`config.mk`:
```
export PLATFORM = sky130hd
export DESIGN_NAME = fixed_point_mul_seq
export DESIGN_NICKNAME = d
export VERILOG_FILES = /design/src/rtl/fixed_point_mul_seq.sv
export SDC_FILE = /design/constraint.sdc
export NUM_CORES = 1
export LEC_CHECK = 0
export ABC_AREA = 1
export BUFFER_PORTS_ARGS = -buffer_cell sky130_fd_sc_hd__buf_2
export CORE_UTILIZATION = 30
export DETAILED_ROUTE_END_ITERATION = 10
export PLACE_DENSITY = 0.5
export REMOVE_ABC_BUFFERS = 1
export SLEW_MARGIN = 20
export SYNTH_ARGS = -nofsm -noshare
export SYNTH_HDL_FRONTEND = slang
export SYNTH_SLANG_ARGS = --single-unit
```
`constraint.sdc`:
```
create_clock -name clk -period 3.17 [get_ports clk]
set_clock_uncertainty 0.2 [all_clocks]
set_input_delay 0 -clock clk [delete_from_list [all_inputs] [get_ports clk]]
set_output_delay 0 -clock clk [all_outputs]
set_load 0.005 [all_outputs]
```
`src/rtl/fixed_point_mul_seq.sv`:
```
// Sequential sign-magnitude fixed-point multiplier with a maskable shift-add datapath,
// selectable rounding, saturation and valid/ready handshakes on both sides.
module fixed_point_mul_seq #(
   parameter int unsigned WIDTH         = 8,
   parameter int unsigned DEC_POINT_POS = 4
) (
   input  logic                 clk,
   input  logic                 rst,
   input  logic                 in_valid,
   output logic                 in_ready,
   input  logic [WIDTH-1:0]     A,
   input  logic [WIDTH-1:0]     B,
   input  logic [WIDTH-3:0]     Conf_Bit_Mask,
   input  logic                 Round_Mode,
   output logic                 out_valid,
   input  logic                 out_ready,
   output logic [2*WIDTH-1:0]   R,
   output logic [WIDTH-1:0]     R_sat,
   output logic                 Ovf
);

   localparam int unsigned PW     = 2 * WIDTH;
   localparam int unsigned CW     = $clog2(WIDTH);
   localparam bit          RND_EN = (DEC_POINT_POS > 0);
   localparam int unsigned RND_SH = (DEC_POINT_POS > 0) ? DEC_POINT_POS - 1 : 0;
   localparam logic [CW-1:0] LAST_CNT = CW'(WIDTH - 1);
   localparam logic [PW-1:0] SMAX = {{(WIDTH + 1){1'b0}}, {(WIDTH - 1){1'b1}}};
   localparam logic [PW-1:0] SMIN = {{(WIDTH + 1){1'b1}}, {(WIDTH - 1){1'b0}}};

   typedef enum logic [1:0] {S_IDLE, S_MUL, S_POST, S_DONE} state_t;

   state_t            r_state, w_next;
   logic [CW-1:0]     r_cnt;
   logic [PW-1:0]     r_mcand, r_acc;
   logic [WIDTH-1:0]  r_mplier, r_en;
   logic              r_sign, r_round;

   logic              w_accept;
   logic [WIDTH-1:0]  w_mag_a, w_mag_b;
   logic [PW-1:0]     w_rnd, w_q, w_r;
   logic [WIDTH-1:0]  w_r_sat;
   logic              w_ovf;

   assign in_ready  = (r_state == S_IDLE) && !rst;
   assign out_valid = (r_state == S_DONE);
   assign w_accept  = in_valid & in_ready;

   // Two's-complement negate in WIDTH bits: the most negative value maps to 2^(WIDTH-1).
   assign w_mag_a = A[WIDTH-1] ? -A : A;
   assign w_mag_b = B[WIDTH-1] ? -B : B;

   always_ff @(posedge clk) begin
      if (rst) r_state <= S_IDLE;
      else     r_state <= w_next;
   end

   always_comb begin
      w_next = r_state;
      case (r_state)
         S_IDLE:  if (w_accept) w_next = S_MUL;
         S_MUL:   if (r_cnt == LAST_CNT) w_next = S_POST;
         S_POST:  w_next = S_DONE;
         S_DONE:  if (out_ready) w_next = S_IDLE;
         default: w_next = S_IDLE;
      endcase
   end

   always_comb begin
      w_rnd   = (r_round && RND_EN) ? (PW'(1) << RND_SH) : '0;
      w_q     = (r_acc + w_rnd) >> DEC_POINT_POS;
      w_r     = r_sign ? -w_q : w_q;
      w_r_sat = w_r[WIDTH-1:0];
      w_ovf   = 1'b0;
      if ($signed(w_r) > $signed(SMAX)) begin
         w_r_sat = {1'b0, {(WIDTH - 1){1'b1}}};
         w_ovf   = 1'b1;
      end else if ($signed(w_r) < $signed(SMIN)) begin
         w_r_sat = {1'b1, {(WIDTH - 1){1'b0}}};
         w_ovf   = 1'b1;
      end
   end

   // Multiplicand shifts left and multiplier/enable shift right, so bit 0 is always iteration i.
   always_ff @(posedge clk) begin
      if (rst) begin
         r_cnt    <= '0;
         r_mcand  <= '0;
         r_acc    <= '0;
         r_mplier <= '0;
         r_en     <= '0;
         r_sign   <= 1'b0;
         r_round  <= 1'b0;
         R        <= '0;
         R_sat    <= '0;
         Ovf      <= 1'b0;
      end else begin
         case (r_state)
            S_IDLE: begin
               if (w_accept) begin
                  r_mcand  <= {{WIDTH{1'b0}}, w_mag_a};
                  r_mplier <= w_mag_b;
                  r_en     <= {2'b11, Conf_Bit_Mask};
                  r_sign   <= A[WIDTH-1] ^ B[WIDTH-1];
                  r_round  <= Round_Mode;
                  r_acc    <= '0;
                  r_cnt    <= '0;
               end
            end
            S_MUL: begin
               r_acc    <= r_acc + ((r_mplier[0] & r_en[0]) ? r_mcand : '0);
               r_mcand  <= r_mcand << 1;
               r_mplier <= r_mplier >> 1;
               r_en     <= r_en >> 1;
               r_cnt    <= r_cnt + CW'(1);
            end
            S_POST: begin
               R     <= w_r;
               R_sat <= w_r_sat;
               Ovf   <= w_ovf;
            end
            default: ;
         endcase
      end
   end

endmodule
```
==> flow_summary.ini <==
[timing]
final_hold_slack_ps = 22.47
max_freq_mhz = 354.2
rsz0062_at_grt = false
finalMaxSlewViolations = 0
layout_worst_path_cycle_share_pct = 89.06
max-slew-margin-rel_pct = 51.05
worst_slew_pin_slew_ps = 733.5
setup_total_negative_slack_ps = 0
min_period_ps = 2823
layout_setup_ws_ps = 346.7
report.final.hold_viol_count = 0
setup-violations-final = 0

[drt]
ant_nets = 0
routed_wire_length_per_instance_um = 11.83
detailedRoute.firstIterationViolations = 215
route.final.wire_length_um = 12290
vias_per_cell = 4.603
drt_pre_antenna_iters = 4
drcViolationCount = 0
total_vias_in_the_final_route = 4782

[floorplan]
core_sq_um = 15830
ios = 54
die_height_um = 129.1
fp.dieW_um = 129.1
start_util_pct = 30.61
row_count = 46
die_footprint_sq_um = 16660

[clock_tree]
clock_tree_from_tritoncts = yes
ctsLongestPathBuffers = 2
root_buffer = clkbuf_16
cts_inserted_buffers = 9
clkTransAtPathRegs_ps = 60
clock_sink_count = 80
cts.htree.levels = 3
clkLatencyLatePin_ps = 340
post-cts-setup-buffer-count = 0

[worst_setup_path]
start_kind = register
r2r_start = r_en[0]
cp-end-kind = register
worstPathMaxFanout = 6
worst_r2r_path_depth = 15
reg2reg_setup_slack_ps = 350
cp_data_arrival_time_ps = 2830
cp.required_ps = 3170
setup.worst_path.start = r_en[0]
worstSetupPathType = register to register
critical_path.reg2reg.endpoint = r_acc[12]

[global_routing]
grt_pass1_vias = 4546
gr-usage-all-layers_pct = 15.92
grt_pass1_wl_um = 21200
grt_overflow_total = 0
grt_start_max_net_pins = 55
antenna_found_initial = 0

[pwr]
power.share.sequential_pct = 39.1
power.switching_fraction_pct = 32.18
power_dens_cells_nw_per_um2 = 536.8
internal_power_mw = 2.205
maximum_vdd_drop_mv = 0.3197
power.static_leakage_nw = 2.746
p_sw_mw = 1.047
power.share.clock_pct = 34.9
combinational_share_of_power_pct = 26.0

[synth]
seq_area_frac_synth_pct = 33.06
yosys_warnings = 0
ys_ff_latch = 80
asyncSetResetFlopFracSynth_pct = 0
synth.cell_area_sq_um = 4845
synthCells = 737
netlist.top_cell.by_area = dfxtp_1
synth.top_cell.area_share_pct = 33.06
post_synth.cell_area_avg_sq_um = 6.573
edff_count_synth = 0
synthDistinctLibCells = 39
ys_top_cells_by_area = dfxtp_1 33%, nand2_1 14%, a21oi_1 10%
synth-main-ff-cell = dfxtp_1

[placement]
io_buffer_count = 53
post-place-ws_ps = 240.8
gpl.final_weighted_congestion = 0.7713
place.detailed.hpwl_um = 8762

[layout]
num-nets-final = 872
layout-drive-gt1-share_pct = 13.24
layout_area_overhead_pct = 25.05
antenna-diode-count = 0

[hold_path]
hold_start = A[7]
whs_path_depth = 5
worst_hold_path.endpoint = r_mcand[5]
hp-class = primary input to register

[status]
run_status = finished clean

[job]
drv.max_cap_violation_count = 0
power groups by stage:
stage	Clock [mW]	Sequential (mW)	Combinational [mW]
global placement	0	1.29	0.802
finish	1.13	1.27	0.844
detailed placement	0	1.30	0.803
floorplan	0	1.28	0.472
global route	1.20	1.30	0.973
CTS	1.17	1.28	0.858
cell type report:
class	instances	area [sq um]
multi-input cells	542	2829
clock inverters	5	80.08
repair buffers	99	710.7
clock buffers	11	242.7
flip-flops and latches	80	1603
fillers	1717	9769
well taps	216	270.3
inverters	86	322.8
cells in the mapped netlist (2+ instances only):
library cell and n:
dfxtp_1 80, o21ai_0 52, clkbuf_1 26, buf_1 3
ha_1 26, or2_2 5, nand3_2 3, xor2_1 10
o22ai_1 2, nand3b_1 2, xnor2_1 2, nand2_2 7
inv_2 2, a31oi_1 7, nor3_1 3, o2111ai_1 2
nand4_1 7, nor2_2 5, inv_1 84, a21oi_1 100
nor2_1 56, nand2_1 185, o211ai_1 6, a211oi_1 3
nand3_1 45
how the worst max path moves through the flow:
stage                      to  slack, ps  cells past startpoint
global placement     R_sat[2]        270                     21
floorplan           r_acc[11]        280                      8
CTS                  R_sat[4]        220                     21
finish              r_acc[12]        350                     15
detailed placement   R_sat[4]        240                     21
global route         R_sat[5]         40                     20
state kept, by name, indices dropped and copies added, names as in the netlist:
signal,count
Ovf,1
R,16
R_sat,8
r_acc,16
r_cnt,3
r_en,8
r_mcand,16
r_mplier,8
r_round,1
r_sign,1
r_state,2
placed cells by master, fill, tap and decap left out, drive strengths merged:
cell type and count:
nand2 193, a21oi 101, inv 86, dfxtp 80, buf 64, nor2 63
o21ai 53, nand3 48, dlygate4sd3 35, ha 26, clkbuf 11, xor2 10
a31oi 7, nand4 7, o211ai 6, or2 5, nor3 3, a211oi 3
o22ai 2, o2111ai 2, nand3b 2, xnor2 2, bufinv 2, clkinvlp 2
a21o 1, a31o 1, a21boi 1, o31ai 1, o221ai 1, o21bai 1
nor4 1, a221oi 1, fa 1, clkinv 1
metrics by stage:
step	cell area, sq um	cells	util [%]	total power, mW
finish	6058	1039	38.28	3.252
global route	6058	1039	38.28	3.474
CTS	6040	1039	38.16	3.302
detailed placement	5366	988	33.91	2.099
global placement	5366	988	33.91	2.096
floorplan	4736	708	-	1.751
per-layer routing:
| layer | vias to the layer above | share of wire (%) | routed length [um] | GRT usage (%) |
|---|---|---|---|---|
| li1 | 2590 | - | - | - |
| met3 | 8 | 3.6 | 445 | 3.840 |
| met4 | 0 | 0.95 | 117 | 3.875 |
| met2 | 70 | 46 | 5693 | 26.96 |
| met5 | - | 0 | 0 | 0 |
| met1 | 2114 | 49 | 6031 | 20.33 |
worst max-delay path, cell delays in order, from the launching register on:
cell and delay, ps:
dfxtp_1 320, nand2_1 170, nor2_1 70, ha_1 210, fa_1 410, a21oi_1 140
nor2_1 60, nor2_1 120, o21ai_0 120, nand3_1 80, nand2_1 80, a21boi_1 190
o21ai_0 110, or2_2 280, nand2_1 70, a21oi_1 50
cells by family after synthesis:
family	Yosys count	share of synthesized area (%)
simple gates	322	28.67
compound gates	181	20.07
buf+inv	115	8.910
xor+xnor	12	2.169
flops	80	33.06
fa+ha+maj	27	7.128
what timing repair did:
action                                  in CTS  in global routing
hold buffers                                35                  0
endpoints found under the setup margin       0                  9
hold endpoints to repair                    26                  0
resized for setup                            0                  6
Power figures use the tool's default switching activity.
